File: src/rtl/shared_reg_if.sv
// shared_reg_if -- bundle between NUM_REQ requesters and the shared register
// arbiter.
//
// Optional feature macro: SHARED_REG_LAST_OWNER_EN (adds last_owner/wr_valid).
//
// Signals:
//   req[NUM_REQ]            request per requester, held for the whole ownership
//   wr_en[NUM_REQ]          write strobe per requester
//   wdata[NUM_REQ*WIDTH]    write data, requester i owns bits [i*WIDTH +: WIDTH]
//   gnt[NUM_REQ]            registered one-hot (or zero) grant
//   q[WIDTH]                shared register contents
//   busy                    arbiter not idle
//   timeout_err             one-cycle pulse on forced revoke
//   last_owner, wr_valid    (macro only) last writer index, post-write pulse
//
// Modports: master = requester side, slave = arbiter side.
interface shared_reg_if #(
    parameter int NUM_REQ = 4,
    parameter int WIDTH   = 8
);
    logic [NUM_REQ-1:0]       req;
    logic [NUM_REQ-1:0]       wr_en;
    logic [NUM_REQ*WIDTH-1:0] wdata;
    logic [NUM_REQ-1:0]       gnt;
    logic [WIDTH-1:0]         q;
    logic                     busy;
    logic                     timeout_err;
`ifdef SHARED_REG_LAST_OWNER_EN
    logic [$clog2(NUM_REQ)-1:0] last_owner;
    logic                       wr_valid;
`endif

    modport master (
        output req, wr_en, wdata,
`ifdef SHARED_REG_LAST_OWNER_EN
        input  last_owner, wr_valid,
`endif
        input  gnt, q, busy, timeout_err
    );

    modport slave (
        input  req, wr_en, wdata,
`ifdef SHARED_REG_LAST_OWNER_EN
        output last_owner, wr_valid,
`endif
        output gnt, q, busy, timeout_err
    );
endinterface

File: src/rtl/shared_reg_arbiter.sv
// shared_reg_arbiter -- round-robin arbiter granting exclusive write ownership
// of one shared WIDTH-bit register to one of NUM_REQ requesters.
//
// Optional feature macro: SHARED_REG_LAST_OWNER_EN
//   defined   : drives bus.last_owner (index of the last writer) and
//               bus.wr_valid (one-cycle pulse after each accepted write)
//   undefined : neither signal exists; core behaviour unchanged
//
// Ports:
//   clk    rising-edge clock
//   rst_n  asynchronous active-low reset
//   bus    shared_reg_if.slave (req/wr_en/wdata in; gnt/q/busy/timeout_err out)
//
// Ownership: IDLE arbitrates, GRANT holds one owner, RELEASE is a mandatory
// dead cycle, so consecutive owners are always separated by two gnt-low cycles.
module shared_reg_arbiter #(
    parameter int NUM_REQ  = 4,
    parameter int WIDTH    = 8,
    parameter int MAX_HOLD = 15
) (
    input  logic        clk,
    input  logic        rst_n,
    shared_reg_if.slave bus
);
    localparam int IDX_W = $clog2(NUM_REQ);
    localparam int CNT_W = $clog2(MAX_HOLD);

    typedef enum logic [1:0] {IDLE, GRANT, RELEASE} state_e;

    state_e             state_q, state_d;
    logic [NUM_REQ-1:0] gnt_q, gnt_d;
    logic [NUM_REQ-1:0] mask_q, mask_d;
    logic [IDX_W-1:0]   owner_q, owner_d;
    logic [IDX_W-1:0]   rr_ptr_q, rr_ptr_d;
    logic [CNT_W-1:0]   hold_cnt_q, hold_cnt_d;
    logic [WIDTH-1:0]   q_q, q_d;
    logic               timeout_err_q, timeout_err_d;

    logic [NUM_REQ-1:0] eligible;
    logic               any_eligible;
    logic [IDX_W-1:0]   winner;
    logic [IDX_W-1:0]   owner_next;
    logic               owner_req;
    logic               wr_accept;
    logic [WIDTH-1:0]   owner_wdata;

    assign eligible    = bus.req & ~mask_q;
    assign owner_req   = bus.req[owner_q];
    assign owner_wdata = bus.wdata[int'(owner_q)*WIDTH +: WIDTH];
    assign wr_accept   = (state_q == GRANT) && owner_req && bus.wr_en[owner_q];
    // Explicit wrap: NUM_REQ need not be a power of two.
    assign owner_next  = (owner_q == IDX_W'(NUM_REQ - 1)) ? '0 : owner_q + IDX_W'(1);

    // Round-robin search: first eligible index at or above rr_ptr, wrapping.
    always_comb begin
        logic [IDX_W:0] idx;
        any_eligible = 1'b0;
        winner       = '0;
        idx          = '0;
        for (int i = 0; i < NUM_REQ; i++) begin
            idx = {1'b0, rr_ptr_q} + (IDX_W+1)'(i);
            if (idx >= (IDX_W+1)'(NUM_REQ)) idx = idx - (IDX_W+1)'(NUM_REQ);
            if (!any_eligible && eligible[idx[IDX_W-1:0]]) begin
                any_eligible = 1'b1;
                winner       = idx[IDX_W-1:0];
            end
        end
    end

    always_comb begin
        // NOTE: every _d gets a default before the case, so no path can infer a latch.
        state_d       = state_q;
        gnt_d         = gnt_q;
        owner_d       = owner_q;
        rr_ptr_d      = rr_ptr_q;
        hold_cnt_d    = hold_cnt_q;
        q_d           = q_q;
        timeout_err_d = 1'b0;
        // A revoked requester becomes eligible again only after dropping req.
        mask_d        = mask_q & bus.req;

        case (state_q)
            IDLE: begin
                if (any_eligible) begin
                    gnt_d         = '0;
                    gnt_d[winner] = 1'b1;
                    owner_d       = winner;
                    hold_cnt_d    = '0;
                    state_d       = GRANT;
                end
            end
            GRANT: begin
                if (!owner_req) begin
                    gnt_d    = '0;
                    rr_ptr_d = owner_next;
                    state_d  = RELEASE;
                end else begin
                    if (wr_accept) q_d = owner_wdata;
                    // The hold counter tracks granted edges whether or not they
                    // write, so a continuous writer is revoked as well.
                    if (hold_cnt_q == CNT_W'(MAX_HOLD - 1)) begin
                        gnt_d           = '0;
                        timeout_err_d   = 1'b1;
                        mask_d[owner_q] = 1'b1;
                        rr_ptr_d        = owner_next;
                        state_d         = RELEASE;
                    end else begin
                        hold_cnt_d = hold_cnt_q + CNT_W'(1);
                    end
                end
            end
            RELEASE: state_d = IDLE;
            default: state_d = IDLE;
        endcase
    end

    // NOTE: the shared register is a single architectural flop, not a memory,
    // so it is reset with the control state; a write in flight at reset is lost.
    always_ff @(posedge clk or negedge rst_n) begin
        if (!rst_n) begin
            state_q       <= IDLE;
            gnt_q         <= '0;
            mask_q        <= '0;
            owner_q       <= '0;
            rr_ptr_q      <= '0;
            hold_cnt_q    <= '0;
            q_q           <= '0;
            timeout_err_q <= 1'b0;
        end else begin
            // NOTE: non-blocking assignments so every flop samples pre-edge values.
            state_q       <= state_d;
            gnt_q         <= gnt_d;
            mask_q        <= mask_d;
            owner_q       <= owner_d;
            rr_ptr_q      <= rr_ptr_d;
            hold_cnt_q    <= hold_cnt_d;
            q_q           <= q_d;
            timeout_err_q <= timeout_err_d;
        end
    end

    assign bus.gnt         = gnt_q;
    assign bus.q           = q_q;
    assign bus.busy        = (state_q != IDLE);
    assign bus.timeout_err = timeout_err_q;

`ifdef SHARED_REG_LAST_OWNER_EN
    logic [IDX_W-1:0] last_owner_q, last_owner_d;
    logic             wr_valid_q, wr_valid_d;

    always_comb begin
        last_owner_d = wr_accept ? owner_q : last_owner_q;
        wr_valid_d   = wr_accept;
    end

    always_ff @(posedge clk or negedge rst_n) begin
        if (!rst_n) begin
            last_owner_q <= '0;
            wr_valid_q   <= 1'b0;
        end else begin
            last_owner_q <= last_owner_d;
            wr_valid_q   <= wr_valid_d;
        end
    end

    assign bus.last_owner = last_owner_q;
    assign bus.wr_valid   = wr_valid_q;
`endif
endmodule

File: src/flat_wrapper.sv
// flat-port wrapper written by rule: the top's interface ports become plain ports
module shared_reg_arbiter_flat 
#(
    parameter int NUM_REQ  = 4,
    parameter int WIDTH    = 8,
    parameter int MAX_HOLD = 15
)
  (clk, rst_n, bus_req, bus_wr_en, bus_wdata, bus_gnt, bus_q, bus_busy, bus_timeout_err);
  shared_reg_if #(.NUM_REQ(NUM_REQ), .WIDTH(WIDTH)) bus_i ();
  input  logic clk;
  input  logic rst_n;
  input wire logic [$bits(bus_i.req)-1:0] bus_req;
  input wire logic [$bits(bus_i.wr_en)-1:0] bus_wr_en;
  input wire logic [$bits(bus_i.wdata)-1:0] bus_wdata;
  output wire logic [$bits(bus_i.gnt)-1:0] bus_gnt;
  output wire logic [$bits(bus_i.q)-1:0] bus_q;
  output wire logic [$bits(bus_i.busy)-1:0] bus_busy;
  output wire logic [$bits(bus_i.timeout_err)-1:0] bus_timeout_err;
  assign bus_i.req = bus_req;
  assign bus_i.wr_en = bus_wr_en;
  assign bus_i.wdata = bus_wdata;
  assign bus_gnt = bus_i.gnt;
  assign bus_q = bus_i.q;
  assign bus_busy = bus_i.busy;
  assign bus_timeout_err = bus_i.timeout_err;
  shared_reg_arbiter #(.NUM_REQ(NUM_REQ), .WIDTH(WIDTH), .MAX_HOLD(MAX_HOLD)) u_core (.clk(clk), .rst_n(rst_n), .bus(bus_i));
endmodule
File: config.mk
export PLATFORM = sky130hd
export DESIGN_NAME = shared_reg_arbiter_flat
export DESIGN_NICKNAME = d
export VERILOG_FILES = /design/src/rtl/shared_reg_if.sv /design/src/rtl/shared_reg_arbiter.sv /design/src/flat_wrapper.sv
export SDC_FILE = /design/constraint.sdc
export NUM_CORES = 1
export LEC_CHECK = 0
export ABC_AREA = 1
export CAP_MARGIN = 25
export CORE_ASPECT_RATIO = 1.1
export CORE_MARGIN = 1.5
export CORE_UTILIZATION = 42
export DETAILED_ROUTE_END_ITERATION = 16
export MAX_ROUTING_LAYER = met4
export PLACE_DENSITY_LB_ADDON = 0.08
export RECOVER_POWER = 100
export SLEW_MARGIN = 20
export SYNTH_ARGS = -nofsm -noshare
export SYNTH_HDL_FRONTEND = slang
export SYNTH_SLANG_ARGS = --single-unit
File: constraint.sdc
create_clock -name clk -period 1.4 [get_ports clk]
set_input_delay 0.28 -clock clk [delete_from_list [all_inputs] [get_ports clk]]
set_output_delay 0.28 -clock clk [all_outputs]
set_load 0.02 [all_outputs]
== Word-level counts from Yosys, hierarchy flattened ==
Index checks and enable logic that the tools add are counted.

* Add/sub/neg operators: 9
* Multiply operators: 0
* Div/mod/pow operators: 0
* Magnitude comparators: 12
* Equal/unequal tests: 8
* Shifts and indexed selects: 1
* Mux-type cells: 49
* Bitwise operators: 4
* Reduce and logical (&&, ||, !) cells: 19

{| class="wikitable"
|+ Operators with widths
! kind !! number
|-
| 4-bit two-way mux || 9
|-
| 32-bit by 6-bit variable part select with 8-bit output || 1
|-
| 2-bit two-way mux || 14
|-
| 2-bit by 3-bit < comparator with 1-bit output (second input constant) || 6
|-
| 4-bit one-hot mux with 2 select lines || 2
|-
| 1-bit two-way mux || 15
|-
| 1-bit binary-select mux with 2-bit select || 6
|-
| 3-bit greater-or-equal comparator (second input constant) || 3
|-
| 4-bit AND || 2
|-
| 2-bit by 1-bit subtractor with 2-bit output (second input constant) || 4
|-
| 1-bit logical AND || 7
|-
| 2-bit by 2-bit adder with 3-bit output (second input constant) || 2
|-
| 2-bit AND reduction || 3
|-
| 3-bit AND reduction || 2
|-
| 4-bit by 1-bit adder with 4-bit output (second input constant) || 1
|-
| 1-bit demux with 2-bit select || 2
|-
| 4-bit == test (second input constant) || 1
|-
| 2-bit by 1-bit greater-or-equal comparator with 1-bit output (second input constant) || 2
|-
| 2-bit by 1-bit != test with 1-bit output (second input constant) || 2
|-
| 2-bit != test (second input constant) || 2
|-
| 4-bit NOT || 1
|-
| 4-bit bitwise OR || 1
|-
| 2-bit one-hot mux with 2 select lines || 1
|-
| 4-bit AND reduction || 1
|-
| 9 further kinds || 12
|}

* Flip-flop bits (word level): 27
* Bits in latches: 0
* RAM bits: 0
* Bits in read-only memories: 0
* Input bits: 42
* Output and inout port bits: 14
* Logic and storage cells: 110
* Memories kept: 0

== Logic depth before layout (Yosys ltp) ==
* Depth after elaboration: 20
* Gate-level depth with buffers: 12
* Depth with buffers taken out: 12

== Worst setup path after synthesis ==
Ideal clock, no wire load.

* Kind: reg-to-reg
* Start point: register u_core.owner_q[0]
* End point: register u_core.rr_ptr_q[1]
* Setup time: 0.127 ns
* Data arrival time: 1.335 ns
* Data required time: 1.273 ns
* Setup slack: -0.062 ns
* Cell stages (with the launch flop): 7
* Path buffers: 2
* Clock period less this slack: 1.462 ns
* Path through: dfrtp_1 inv_2 buf_2 clkbuf_1 ha_1 nand2_1 o21ai_0

* Word-level cells in the longest chain between the ends: 4
* Elaborated cells on any way between the ends: 9
* Those cells by class: add/sub (1); eq/ne (2); mux (5); reduce/logical (1)

{| class="wikitable"
|+ RTL lines
! element !! line !! source
|-
| start: declaration || shared_reg_arbiter.sv:33 || <nowiki>logic [IDX_W-1:0] owner_q, owner_d;</nowiki>
|-
| start signal: assignment || shared_reg_arbiter.sv:134 || <nowiki>owner_q <= owner_d;</nowiki>
|-
| 2-bit by 1-bit adder with 2-bit output / 2-bit == test (equally long branches) || shared_reg_arbiter.sv:52 || <nowiki>assign owner_next = (owner_q == IDX_W'(NUM_REQ - 1)) ? '0 : owner_q + IDX_W'(1);</nowiki>
|-
| 2-bit two-way mux * || shared_reg_arbiter.sv:52 ||
|-
| net u_core.owner_next[1] || shared_reg_arbiter.sv:42 || <nowiki>logic [IDX_W-1:0] owner_next;</nowiki>
|-
| 2-bit two-way mux || shared_reg_arbiter.sv:101 || <nowiki>if (hold_cnt_q == CNT_W'(MAX_HOLD - 1)) begin</nowiki>
|-
| 2-bit two-way mux * || shared_reg_arbiter.sv:93 || <nowiki>if (!owner_req) begin</nowiki>
|-
| end signal: assignment || shared_reg_arbiter.sv:135 || <nowiki>rr_ptr_q <= rr_ptr_d;</nowiki>
|-
| end: declaration || shared_reg_arbiter.sv:34 || <nowiki>logic [IDX_W-1:0] rr_ptr_q, rr_ptr_d;</nowiki>
|}

The timed path passes the listed nets; every way through them passes the cells marked *. The select of a mux whose other input is x is not followed.
A chain may end at the register's enable or synchronous reset.

== Final worst setup path ==
* Start point: register u_core.rr_ptr_q[0]
* End point: register u_core.hold_cnt_q[3]

* Word-level cells in the longest chain between the ends: 16
* Elaborated cells on any way between the ends: 35
* Those cells by class: add/sub (7); order compare (4); eq/ne (1); mux (16); reduce/logical (7)

{| class="wikitable"
|+ RTL lines
! element !! line !! source
|-
| branches (longest 13 deep; another with 2-bit by 1-bit adder with 3-bit output) || n/a ||
|-
| 1-bit two-way mux * || shared_reg_arbiter.sv:63 || <nowiki>if (!any_eligible && eligible[idx[IDX_W-1:0]]) begin</nowiki>
|-
| 2-bit by 1-bit != test with 1-bit output (no source line) * || n/a ||
|-
| 4-bit AND reduction (no source line) * || n/a ||
|-
| end signal: assignment || shared_reg_arbiter.sv:136 || <nowiki>hold_cnt_q <= hold_cnt_d;</nowiki>
|-
| end: declaration || shared_reg_arbiter.sv:35 || <nowiki>logic [CNT_W-1:0] hold_cnt_q, hold_cnt_d;</nowiki>
|}

Every way passes the cells marked *. The select of a mux whose other input is x is not followed.

==> impl_results.md <==
* Synth Warn # at 0
* Minimum clock period at 1680 ps
* Diodes inserted at 0
* Pwr dens at 2200 nW/um^2
* Post-route ant nets at 0
* Crit Path Max Fanout at 4
* Worst-Margin Slew at 701 ps
* # setup viols final at 25
* Net Count, Synth at 279
* Num CTS Buffers at 3
* CTS Sinks at 27
* Via count at 1977
* RSZ-0062 raised after global routing: true
* Layout Area Growth over Synthesis at 78.8%
* Static Leakage at 1.52 nW
* Max_cap viols at 0
* Largest cells by area after synthesis: dfrtp_1 38%, nand2_1 9.9%, nand3_1 9.0%
* Post-synthesis sequential area ratio at 38.1%
* Clock skew at 2.83 ps
* 1st-iter DRT viols at 42
* Syn Area/Cell at 7.68 um^2
* Worst path required time at 1570 ps
* Arrival time at the worst endpoint at 1850 ps
* Cells after Synth at 231
* Clock transition at the registers of the reported paths at 90 ps
* Final setup margin at -278 ps
* Core area at 3990 um^2
* Most frequent cell after synthesis: nand2_1
* Die Span Y at 71.2 um
* Die width at 65.0 um
* Final wirelength at 5410 um
* Yosys top cell area share at 38.1%
* CTS tree: yes
* Crit path kind: reg -> reg
* Largest net degree at the start of global routing at 28
* Latest clock arrival within the worst-skew pair at 270 ps
* GPL Wtd Cong at 0.809
* Share of cells above drive strength 1 at 42.9%
* Wire length per cell at 14.1 um
* Tcrit/Tclk final at 120%
* Top FF cell, synth: dfrtp_1
* Max frequency at 596 MHz
* IO Count at 56
* Row Count at 24
* IO Port Bufs at 55
* List of most frequent post-synthesis cells: 47 x nand2_1, 32 x nand3_1, 30 x nor2_1, 27 x dfrtp_1, 19 x o21ai_0
* Clock Path Buffers at 2
* Die area at 4620 um^2
* #FFs+latches synth at 27
* Run status: finished, violations left
* Yosys cell types at 28
* Overall routing resource usage at 24.8%
* CP Launch Type: flop
* Root buf cell: clkbuf_8
* Aggregate global routing overflow at 0
* Final Net Count at 382
* Critical Path End Type: flop
* TritonRoute pass-1 iters at 4
* Post-Syn Area at 1770 um^2
* Final core occ at 79.4%
* DP HPWL at 3790 um
* Vias in the first global route at 1996
* Hold Crit Class: reg -> reg
* DRC at 0
* First-pass GRT wire length at 8580 um
* H-tree level count at 1
* Pre-CTS setup slack at -615 ps
* Initial antenna violation count at 0
* Async S/R FF share, synth at 100%
* Post-synth EDFFs at 0
* Cell taking the most area after synthesis: dfrtp_1
* Maximum VDD drop at 1.01 mV
* Initial core utilization at 44.4%
* Failing checks: setup timing
* Via density per instance at 5.14
* Slew Limit Headroom at 53.3%
* Final Hold Viols at 0
* Pins over their slew limit at 0
state kept, by name, summed over array words and instances (netlist names):
| name | flops |
|---|---|
| u_core.state_q | 2 |
| u_core.bus.q | 8 |
| u_core.bus.gnt | 4 |
| u_core.hold_cnt_q | 4 |
| u_core.rr_ptr_q | 2 |
| u_core.bus.timeout_err | 1 |
| u_core.owner_q | 2 |
| u_core.mask_q | 4 |
final cells by class:
class	count	area, um^2
Multi-Input combinational cell	179	1360
Timing Repair Buffer	106	952
Inverter	17	71.3
Fill cell	282	821
Sequential cell	27	678
Tap cell	52	65.1
Clock buffer	4	45.0
layout by cell type (no fill, tap or decap), drive strengths merged, types with 2 or more instances in the layout:
master / n
dlygate4sd2: 17
mux2: 8
inv: 17
dfrtp: 27
nor2: 32
clkdlybuf4s50: 36
ha: 6
nand2: 57
a22o: 4
or2: 2
nand3: 34
clkbuf: 5
o22ai: 9
buf: 51
o21ai: 21
cells by family (layout without fill, tap and decap cells):
family,count (synthesis),count (layout),share of synthesized area [%]
DFF,27,27,38.1
and+or+nand+nor,126,126,32.3
adders and majority gates,6,6,4.23
muxes,8,8,5.08
buffers and inverters,25,127,6.49
xor gates and xnor gates,2,2,0.987
AOI/OAI and AO/OA,37,37,12.8
timing repair:
item / 4_1_cts / 5_1_grt
endpoints found under the setup margin: 36 / 26
resized for setup: 96 / 27
pin swaps: 17 / 21
setup buffers: 10 / 3
hold buffers: 0 / 0
report_power, final:
group / switching [W] / internal [W]
Clock: 0.000245 / 0.000204
Combinational: 0.00283 / 0.00243
Sequential: 0.000214 / 0.00106
layer usage:
| metal | routed length [um] | global-route usage, % | up-vias |
|---|---|---|---|
| met5 | 0 | - | - |
| met4 | 114 | 10.6 | 0 |
| met2 | 2950 | 44.3 | 44 |
| li1 | - | - | 978 |
| met1 | 2190 | 27.3 | 945 |
| met3 | 158 | 3.34 | 10 |
final timing paths:
check,startpoint,end,slack [ps],depth (start not counted)
hold / removal,u_core.mask_q[1],u_core.mask_q[1],520,1
min in group asynchronous,rst_n,u_core.bus.q[5],580,2
hold reg to reg,u_core.mask_q[1],u_core.mask_q[1],520,1
setup reg to reg,u_core.rr_ptr_q[0],u_core.hold_cnt_q[3],-280,11
setup / recovery,u_core.rr_ptr_q[0],u_core.hold_cnt_q[3],-280,11
max in group asynchronous,rst_n,u_core.rr_ptr_q[1],330,2
worst max-delay path, cell delays in order, from the launching register on:
cell and delay, ps:
dfrtp_2 470, buf_6 150, nand3_4 90, nand2_4 70, nand2_4 80, nand2_4 60, nor2_4 120, nand2_4 80
o21bai_4 220, nand2_2 110, nand2_1 70, nand2_1 50
per-stage QoR:
stage / cells / area (um^2) / total power [W] / setup TNS [ps] / hold WS (ps)
4_1_cts: 382 / 3080 / 0.00656 / -2410 / 361
5_1_grt: 385 / 3170 / 0.00745 / -6130 / 534
3_3_place_gp: 368 / 2710 / 0.00516 / -11380 / 493
3_5_place_dp: 368 / 2710 / 0.00524 / -11750 / 497
6_report: 385 / 3170 / 0.00698 / -3970 / 519
2_1_floorplan: 231 / 1860 / 0.00372 / -503 / -15.6
No activity file was read; power rests on OpenSTA's default activity.
